==> src/rtl/video_timing_pkg.sv <==
// Shared definitions for the video timing generator and the input-side
// measurement logic: run-state enum, per-axis timing record, and helpers.
// The optional colour-bar output is built only when
// VIDEO_TIMING_GENERATOR_PATTERN_EN is defined.
package video_timing_pkg;

   // Run-control states of the generator
   typedef enum logic [1:0] {
      IDLE     = 2'd0,
      RUN      = 2'd1,
      STOPPING = 2'd2
   } run_state_e;

   // One raster axis: active region, then front porch, sync, back porch
   typedef struct packed {
      logic [31:0] active;
      logic [31:0] fp;
      logic [31:0] sync;
      logic [31:0] bp;
   } axis_timing_t;

   localparam int unsigned N_BARS = 8;

   // Total length of one axis (clocks per line or lines per frame)
   function automatic int unsigned total(input axis_timing_t t);
      return t.active + t.fp + t.sync + t.bp;
   endfunction

   // Bits needed to index 0..n-1, never less than one
   function automatic int unsigned cnt_width(input int unsigned n);
      return (n > 1) ? $clog2(n) : 1;
   endfunction

   // 24-bit RGB of the eight standard bars, left to right
   function automatic logic [23:0] bar_colour(input logic [2:0] idx);
      logic [23:0] c;
      case (idx)
         3'd0:    c = 24'hFFFFFF;   // white
         3'd1:    c = 24'hFFFF00;   // yellow
         3'd2:    c = 24'h00FFFF;   // cyan
         3'd3:    c = 24'h00FF00;   // green
         3'd4:    c = 24'hFF00FF;   // magenta
         3'd5:    c = 24'hFF0000;   // red
         3'd6:    c = 24'h0000FF;   // blue
         default: c = 24'h000000;   // black
      endcase
      return c;
   endfunction

endpackage

==> src/rtl/timing_axis_counter.sv <==
// Generic raster-axis counter: counts 0..TOTAL-1 and wraps, and decodes the
// active and sync regions of the current count. Used once for the horizontal
// axis (advancing every clock) and once for the vertical axis (advancing on
// the last clock of each line).
module timing_axis_counter
   import video_timing_pkg::*;
#(
   parameter int unsigned ACTIVE = 8,
   parameter int unsigned FP     = 2,
   parameter int unsigned SYNC   = 3,
   parameter int unsigned BP     = 3,
   parameter int unsigned W      = 4
) (
   input  logic         clk_i,
   input  logic         rst_ni,
   input  logic         clr_i,
   input  logic         inc_i,
   output logic [W-1:0] cnt_o,
   output logic         last_o,
   output logic         active_o,
   output logic         sync_o
);

   localparam axis_timing_t TIMING = '{active: ACTIVE, fp: FP, sync: SYNC, bp: BP};
   localparam int unsigned  TOTAL  = total(TIMING);

   // FP and BP are at least one, so every boundary below fits in W bits
   localparam logic [W-1:0] LAST_C      = W'(TOTAL - 1);
   localparam logic [W-1:0] ACT_END_C   = W'(ACTIVE);
   localparam logic [W-1:0] SYNC_BEG_C  = W'(ACTIVE + FP);
   localparam logic [W-1:0] SYNC_END_C  = W'(ACTIVE + FP + SYNC);

   logic [W-1:0] cnt_q, cnt_d;

   assign cnt_o    = cnt_q;
   assign last_o   = (cnt_q == LAST_C);
   assign active_o = (cnt_q < ACT_END_C);
   assign sync_o   = (cnt_q >= SYNC_BEG_C) && (cnt_q < SYNC_END_C);

   // Next count: clear wins, otherwise advance and wrap at the last position
   always_comb begin
      cnt_d = cnt_q;
      if (clr_i) begin
         cnt_d = '0;
      end else if (inc_i) begin
         cnt_d = last_o ? '0 : cnt_q + W'(1);
      end
   end

   // Count register
   always_ff @(posedge clk_i or negedge rst_ni) begin
      if (!rst_ni) begin
         cnt_q <= '0;
      end else begin
         cnt_q <= cnt_d;
      end
   end

endmodule

==> src/rtl/video_timing_generator.sv <==
// Raster timing generator: DE/HS/VS, pixel coordinates and row/frame strobes
// from compile-time timing. A small run-control FSM starts on request and
// always finishes the frame in progress before going idle.
// Define VIDEO_TIMING_GENERATOR_PATTERN_EN to add the O_rgb_data colour bars.
module video_timing_generator
   import video_timing_pkg::*;
#(
   parameter int unsigned H_ACTIVE         = 1920,
   parameter int unsigned H_FP             = 88,
   parameter int unsigned H_SYNC           = 44,
   parameter int unsigned H_BP             = 148,
   parameter int unsigned V_ACTIVE         = 1080,
   parameter int unsigned V_FP             = 4,
   parameter int unsigned V_SYNC           = 5,
   parameter int unsigned V_BP             = 36,
   parameter int unsigned SYNC_ACTIVE_HIGH = 1
) (
   input  logic                             I_rgb_clk,
   input  logic                             I_rst_n,
   input  logic                             I_enable,
   output logic                             O_rgb_de,
   output logic                             O_rgb_hs,
   output logic                             O_rgb_vs,
   output logic [cnt_width(H_ACTIVE)-1:0]   O_x,
   output logic [cnt_width(V_ACTIVE)-1:0]   O_y,
   output logic                             O_new_row,
   output logic                             O_new_frame,
   output logic                             O_running
`ifdef VIDEO_TIMING_GENERATOR_PATTERN_EN
   ,
   output logic [23:0]                      O_rgb_data
`endif
);

   localparam axis_timing_t H_TIMING = '{active: H_ACTIVE, fp: H_FP, sync: H_SYNC, bp: H_BP};
   localparam axis_timing_t V_TIMING = '{active: V_ACTIVE, fp: V_FP, sync: V_SYNC, bp: V_BP};
   localparam int unsigned  H_TOTAL  = total(H_TIMING);
   localparam int unsigned  V_TOTAL  = total(V_TIMING);
   localparam int unsigned  HW       = cnt_width(H_TOTAL);
   localparam int unsigned  VW       = cnt_width(V_TOTAL);
   localparam int unsigned  XW       = cnt_width(H_ACTIVE);
   localparam int unsigned  YW       = cnt_width(V_ACTIVE);
   localparam logic         SYNC_ON  = (SYNC_ACTIVE_HIGH != 0);

   run_state_e    state_q, state_d;
   logic          counting;
   logic          frame_last;

   logic [HW-1:0] h_cnt;
   logic          h_last, h_active, h_sync;
   logic [VW-1:0] v_cnt;
   logic          v_last, v_active, v_sync;

   logic          de_q, de_d;
   logic          hs_q, hs_d;
   logic          vs_q, vs_d;
   logic [XW-1:0] x_q, x_d;
   logic [YW-1:0] y_q, y_d;
   logic          row_q, row_d;
   logic          frame_q, frame_d;
   logic          running_q, running_d;

   assign counting   = (state_q != IDLE);
   assign frame_last = h_last && v_last;

   timing_axis_counter #(
      .ACTIVE (H_ACTIVE),
      .FP     (H_FP),
      .SYNC   (H_SYNC),
      .BP     (H_BP),
      .W      (HW)
   ) u_h_axis (
      .clk_i    (I_rgb_clk),
      .rst_ni   (I_rst_n),
      .clr_i    (!counting),
      .inc_i    (counting),
      .cnt_o    (h_cnt),
      .last_o   (h_last),
      .active_o (h_active),
      .sync_o   (h_sync)
   );

   timing_axis_counter #(
      .ACTIVE (V_ACTIVE),
      .FP     (V_FP),
      .SYNC   (V_SYNC),
      .BP     (V_BP),
      .W      (VW)
   ) u_v_axis (
      .clk_i    (I_rgb_clk),
      .rst_ni   (I_rst_n),
      .clr_i    (!counting),
      .inc_i    (counting && h_last),
      .cnt_o    (v_cnt),
      .last_o   (v_last),
      .active_o (v_active),
      .sync_o   (v_sync)
   );

   // Run-control: stop requests only take effect on the last clock of a frame
   always_comb begin
      state_d = state_q;
      unique case (state_q)
         IDLE:     if (I_enable) state_d = RUN;
         RUN:      if (!I_enable) state_d = frame_last ? IDLE : STOPPING;
         STOPPING: begin
            if (I_enable) begin
               state_d = RUN;
            end else if (frame_last) begin
               state_d = IDLE;
            end
         end
         default:  state_d = IDLE;
      endcase
   end

   // Run-state register
   always_ff @(posedge I_rgb_clk or negedge I_rst_n) begin
      if (!I_rst_n) begin
         state_q <= IDLE;
      end else begin
         state_q <= state_d;
      end
   end

   // Decode this clock's counter position into next output values
   always_comb begin
      de_d      = 1'b0;
      hs_d      = !SYNC_ON;
      vs_d      = !SYNC_ON;
      x_d       = '0;
      y_d       = '0;
      row_d     = 1'b0;
      frame_d   = 1'b0;
      running_d = 1'b0;
      if (counting) begin
         running_d = 1'b1;
         de_d      = h_active && v_active;
         hs_d      = (h_sync == SYNC_ON);
         vs_d      = (v_sync == SYNC_ON);
         x_d       = de_d ? XW'(h_cnt) : '0;
         // O_y keeps the last active line through vertical blanking
         y_d       = v_active ? YW'(v_cnt) : y_q;
         row_d     = (h_cnt == '0);
         frame_d   = (h_cnt == '0) && (v_cnt == '0);
      end
   end

   // Output registers, all one clock behind the counters
   always_ff @(posedge I_rgb_clk or negedge I_rst_n) begin
      if (!I_rst_n) begin
         de_q      <= 1'b0;
         hs_q      <= !SYNC_ON;
         vs_q      <= !SYNC_ON;
         x_q       <= '0;
         y_q       <= '0;
         row_q     <= 1'b0;
         frame_q   <= 1'b0;
         running_q <= 1'b0;
      end else begin
         de_q      <= de_d;
         hs_q      <= hs_d;
         vs_q      <= vs_d;
         x_q       <= x_d;
         y_q       <= y_d;
         row_q     <= row_d;
         frame_q   <= frame_d;
         running_q <= running_d;
      end
   end

   assign O_rgb_de    = de_q;
   assign O_rgb_hs    = hs_q;
   assign O_rgb_vs    = vs_q;
   assign O_x         = x_q;
   assign O_y         = y_q;
   assign O_new_row   = row_q;
   assign O_new_frame = frame_q;
   assign O_running   = running_q;

`ifdef VIDEO_TIMING_GENERATOR_PATTERN_EN
   // Bar width rounds down; the clamp lets the last bar absorb the remainder
   localparam int unsigned BAR_W = (H_ACTIVE >= N_BARS) ? H_ACTIVE / N_BARS : 1;

   logic [23:0]   data_q, data_d;
   logic [HW-1:0] bar_idx;

   // Colour of the pixel being emitted, black outside the active area
   always_comb begin
      bar_idx = h_cnt / HW'(BAR_W);
      if (bar_idx > HW'(N_BARS - 1)) begin
         bar_idx = HW'(N_BARS - 1);
      end
      data_d = '0;
      if (de_d) begin
         data_d = bar_colour(3'(bar_idx));
      end
   end

   // Pixel data register, aligned with O_rgb_de
   always_ff @(posedge I_rgb_clk or negedge I_rst_n) begin
      if (!I_rst_n) begin
         data_q <= '0;
      end else begin
         data_q <= data_d;
      end
   end

   assign O_rgb_data = data_q;
`endif

endmodule

==> config.mk <==
export PLATFORM = sky130hd
export DESIGN_NAME = video_timing_generator
export DESIGN_NICKNAME = d
export VERILOG_FILES = /design/src/rtl/video_timing_pkg.sv /design/src/rtl/timing_axis_counter.sv /design/src/rtl/video_timing_generator.sv
export SDC_FILE = /design/constraint.sdc
export NUM_CORES = 1
export LEC_CHECK = 0
export CAP_MARGIN = 20
export CORE_ASPECT_RATIO = 0.8
export CORE_UTILIZATION = 45
export CTS_BUF_LIST = sky130_fd_sc_hd__clkbuf_16
export DETAILED_ROUTE_END_ITERATION = 6
export PLACE_DENSITY_LB_ADDON = 0.05
export SYNTH_ARGS = -nofsm -noshare
export SYNTH_HDL_FRONTEND = slang
export SYNTH_HIERARCHICAL = 1
export SYNTH_SLANG_ARGS = --single-unit
==> constraint.sdc <==
create_clock -name I_rgb_clk -period 3.4 [get_ports I_rgb_clk]
set_input_delay 0.51 -clock I_rgb_clk [delete_from_list [all_inputs] [get_ports I_rgb_clk]]
set_output_delay 0.51 -clock I_rgb_clk [all_outputs]
set_load 0.1 [all_outputs]
**After elaboration in Yosys (flattened, before gate mapping)**

Cells that the tools add are included.

- Bits in registers: 53
- Output and inout port bits: 28
- Word-level logic and storage cells: 60

- Add/sub/neg operators: 2
- Order comparisons: 6
- Equal/unequal tests: 9
- Mux-type cells: 21
- Reductions and logical operators: 11

Operators by type and width:

| kind | count |
|---|---|
| two-way mux 11 bit | 7 |
| two-way mux 12 bit | 2 |
| less-than comparator 11 bit, second input constant | 2 |
| adder 12 x 1 -> 12 bit, second input constant | 1 |
| == test 12 bit, second input constant | 1 |
| >= comparator 12 x 11 -> 1 bit, second input constant | 1 |
| logical NOT 12 bit | 1 |
| less-than comparator 12 x 11 -> 1 bit, second input constant | 1 |
| less-than comparator 12 bit, second input constant | 1 |
| adder 11 x 1 -> 11 bit, second input constant | 1 |
| == test 11 bit, second input constant | 1 |
| >= comparator 11 bit, second input constant | 1 |
| logical NOT 11 bit | 1 |
| two-way mux 2 bit | 5 |
| logical AND 1 bit | 6 |
| two-way mux 1 bit | 6 |
| case mux 2 bit (3 select lines) | 1 |
| inequality test 2 x 1 -> 1 bit, second input constant | 2 |
| inequality test 2 bit, second input constant | 2 |
| inequality test 3 bit, second input constant | 1 |
| AND reduction 3 bit | 1 |
| == test 2 x 1 -> 1 bit, second input constant | 1 |
| == test 2 bit, second input constant | 1 |
| logical NOT 2 bit | 1 |
| nonzero test 2 bit | 1 |

**Depth between registers and ports, before layout**

- Depth in word-level cells: 5
- Gate-level depth with buffers: 8
- Gate-level depth less buffers: 7

**Cells and area by module**

Netlist, hierarchy kept.

By module, submodules not included:

| module | times used | cells each | area an instance (µm²) | seq. area each (µm²) |
|---|---|---|---|---|
| video_timing_generator | 1 | 84 | 1149.9 | 750.7 |
| timing_axis_counter (u_h_axis) | 1 | 81 | 765.7 | 300.3 |
| timing_axis_counter (u_v_axis) | 1 | 84 | 765.7 | 275.3 |

**Worst setup path before layout**

No wires, ideal clock.

- Kind: flip-flop to flip-flop
- Start: register u_h_axis.cnt_q[3] (netlist: u_h_axis/cnt_o[3])
- End: register u_v_axis.cnt_q[10] (netlist: u_v_axis/cnt_o[10])
- Library setup time: 78 ps
- Arrival: 2224 ps
- Slack: 1098 ps
- Stages on the path, launching flop included: 9
- Buffers on the path: 2
- Clock period less this slack: 2302 ps
- Cell sequence: dfrtp_1 -> buf_2 -> nor4b_2 -> and3_1 -> and2_2 -> clkbuf_1 -> or3b_2 -> o41ai_1 -> o21bai_1

- Longest elaborated chain between the ends: 3

Ends and longest elaborated chain:

| element | line | text |
|---|---|---|
| from (decl) | timing_axis_counter.sv:33 | `logic [W-1:0] cnt_q, cnt_d;` |
| from (signal assigned) | timing_axis_counter.sv:55 | `cnt_q <= cnt_d;` |
| == test 12 bit | timing_axis_counter.sv:36 | `assign last_o = (cnt_q == LAST_C);` |
| net h_last | video_timing_generator.sv:50 | `logic h_last, h_active, h_sync;` |
| logical AND 1 bit | video_timing_generator.sv:93 | `.inc_i (counting && h_last),` |
| inequality test 2 x 1 -> 1 bit (no source line) | - |  |
| to (signal assigned) | timing_axis_counter.sv:55 |  |
| to (decl) | timing_axis_counter.sv:33 |  |

The timed path passes the listed nets, and every way through them passes these cells.
A chain may end at the register's enable or synchronous reset.

**Worst setup path after layout**

Ends and elaborated chain as after synthesis.

==> impl_metrics.csv <==
group,metric,value,unit
status,outcome,"completed",
drt,first_pass_iters,4,
layout,syn2layout_area_growth,17.6,%
layout,layout_commonest_cell,"dfrtp_1",
clock_network,cts_made_buffers,5,
clock_network,clk_pin_slew,0.07,ns
timing,min_period_over_period,68.5,%
setup_path,startpoint_type,"flop",
clock_network,cts_tree,"done",
timing,setup_tns,0,ns
run,max_cap_viol_count,0,
synthesis,ys_warn_count,6,
drt,via_per_inst,5.62,
drt,drt.antenna.violating_nets,0,
layout,nFillCells,510,
timing,finClkSkew,0.00326,ns
setup_path,criticalPathCategory,"flop to flop",
die,die_width,88.3,um
drt,drc,0,
drt,drt_iter0_markers,172,
clock_network,clk_path_buf_depth,2,
synthesis,synthFlopType,"dfrtp_1",
setup_path,crit_fanout,10,
setup_path,slowest_delay,0.50,ns
placement,dp_slack,1.11,ns
layout,final_cells,354,
setup_path,worstPathArrival,2.54,ns
grt,grt.overflow.total,0,
layout,antenna_cells,0,
power,p_leak,1.39,nW
grt,antenna_found_initial,0,
setup_path,rr_worst_depth,6,
placement,place_congestion,0.823,
layout,layout-drive-gt1-share,16.7,%
setup_path,cp_slowest_cell,"dfrtp_1",
worst_hold_path,holdCritPathClass,"input pin to async pin",
layout,multi_input_area,0.00124,sq mm
die,ioPinCount,31,
drt,vias,1989,
placement,dp.cells,346,
synthesis,ys_async_sr_fraction,100,%
placement,hpwl,3750,um
power,total_power,1.42,mW
synthesis,synth_fp_nets,256,
clock_network,postCtsSetupBuffers,0,
setup_path,rrSetupSlack,1.07,ns
timing,setup_viol,0,
layout,register_area,0.00133,sq mm
grt,grt_max_degree,32,
grt,grt_pass1_vias,1845,
grt,grt_usage,19.4,%
die,dieArea,0.00627,sq mm
clock_network,cts.sinks,53,
power,max-vdd-ir-drop,0.243,mV
layout,layout_common_cells,"dfrtp_1, clkdlybuf4s50_1, nor2_1",
die,rows,24,
synthesis,ys_types,50,
clock_network,hold_buffers,0,
synthesis,syn-cell-area,0.00268,sq mm
clock_network,clk_latency,0.29,ns
synthesis,synth-seq-cells,53,
die,start_util,48.0,%
synthesis,syn-mean-instance-area,10.8,sq um
setup_path,cp-end-kind,"flop",
power,p_per_area,449,mW/mm^2
timing,min_period,2.33,ns
synthesis,synthCells,249,
placement,port_buffers,30,
die,core,0.00559,sq mm
die,die_y,71.0,um
setup_path,crit_chain,"nor4b_2, and3_1, and2_2, or3b_2, o41ai_1, o21bai_1",
synthesis,synth-edff-count,0,
synthesis,seq_area_frac_synth,49.5,%
timing,tightestPinTransition,0.976,ns
setup_path,worstPathRequired,3.62,ns
grt,grt_pass1_wl,9390,um
drt,wire_per_inst,15.4,um
timing,fmax,430,MHz
timing,maxSlewHeadroom,34.7,%
layout,final_nets,282,
clock_network,cts-resized-gates,0,
timing,rsz0062_at_grt,"no",
setup_path,r2r-start,"u_h_axis/cnt_o[3]",
timing,slew_violations,0,
clock_network,cts_max_level,2,
timing,setup_ws,1.07,ns
timing,hold_viol,0,
setup_path,rr_endpoint,"u_v_axis/cnt_o[10]",
clock_network,cts_root_buf,"clkbuf_16",
drt,drt-total-wl,5460,um
worst max-delay path, delay by kind of cell (launching register included):
kind | cells | cell delay (ns)
DFF | 1 | 0.50
and+or+nand+nor | 4 | 1.38
AOI/OAI and AO/OA | 2 | 0.37
power breakdown:
part	switching (mW)	total, mW	internal [mW]	leakage [nW]
Sequential	0.0217	0.676	0.654	0.726
Combinational	0.180	0.240	0.0594	0.596
Clock	0.226	0.501	0.274	0.0702
Total	0.429	1.42	0.988	1.39
metal layers:
| layer | up-vias | GRT usage (%) | wire [um] |
|---|---|---|---|
| met2 | 51 | 24.8 | 2060 |
| met1 | 969 | 32.7 | 3060 |
| met4 | 0 | 4.30 | 25 |
| met5 | - | 0 | 0 |
| met3 | 2 | 3.97 | 308 |
| li1 | 967 | - | - |
sequential cells by signal (all words and copies together), names as in the netlist, 2 cells and up:
signal          cells
u_h_axis/cnt_o     12
O_x                11
O_y                11
u_v_axis/cnt_o     11
state_q             2
cell type report:
type	count	area share, %
Tap cell	78	3.09
Sequential cell	53	42.0
Clock buffer	5	3.97
Multi-Input combinational cell	174	39.3
Inverter	9	1.07
Clock inverter	3	0.674
Timing Repair Buffer	32	9.84
cell usage after synthesis (2+ instances only):
master    instances  share of area, %
a21oi_1          11               2.1
and2_2            6               1.7
and2_4            9               2.9
and4_1            2              0.65
buf_2             5              0.93
buf_6             3               1.3
clkbuf_1          4              0.56
dfrtp_1          53                49
ha_1              4               1.9
inv_1             9               1.3
mux2i_1          11               4.1
nand2_1          14               2.0
nand3_1           9               1.7
nand4_1           4              0.93
nor2_1           18               2.5
nor2b_1           3              0.70
nor3_1            4              0.75
nor4_1            7               1.6
o211ai_1          2              0.56
o21ai_0          11               2.1
o21ai_1           2              0.37
o21bai_1          4               1.1
o31ai_1           6               1.7
o41ai_1           6               2.0
or3_1             7               1.6
or3b_2            7               2.3
or4_1             2              0.56
xor2_1            4               1.3
kinds of logic (layout without fill, tap and decap cells):
| kind of cell | Yosys count | after routing | share of synthesized area (%) |
|---|---|---|---|
| flip-flops | 53 | 53 | 49.5 |
| XOR/XNOR | 4 | 4 | 1.31 |
| AO/OA/AOI/OAI | 50 | 50 | 13.9 |
| buffers and inverters | 22 | 49 | 4.29 |
| adder cells (fa/ha/maj) | 4 | 4 | 1.87 |
| multiplexers | 11 | 11 | 4.11 |
| AND/OR/NAND/NOR | 105 | 105 | 25.1 |
metrics by stage:
stage                     instance area [sq um]  utilization, %  hold slack, ns
after global routing                       3150            56.5           0.335
final                                      3150            56.5           0.258
after detailed placement                   3010            53.9           0.513
after floorplan                            2680               -           0.214
after global placement                     3010            53.9           0.511
after CTS                                  3150            56.5           0.288
worst max path at each step:
stage | from | depth (start not counted) | slack, ns | endpoint
after floorplan | u_h_axis/cnt_o[3] | 8 | 1.10 | u_v_axis/cnt_o[10]
after global placement | state_q[0] | 6 | 1.12 | u_v_axis/cnt_o[10]
after detailed placement | u_h_axis/cnt_o[3] | 6 | 1.11 | u_v_axis/cnt_o[10]
after CTS | O_y[3] | 1 | 1.08 | O_y[3]
after global routing | state_q[0] | 6 | 0.85 | u_v_axis/cnt_o[10]
final | u_h_axis/cnt_o[3] | 6 | 1.07 | u_v_axis/cnt_o[10]
Power figures use the tool's default switching activity.
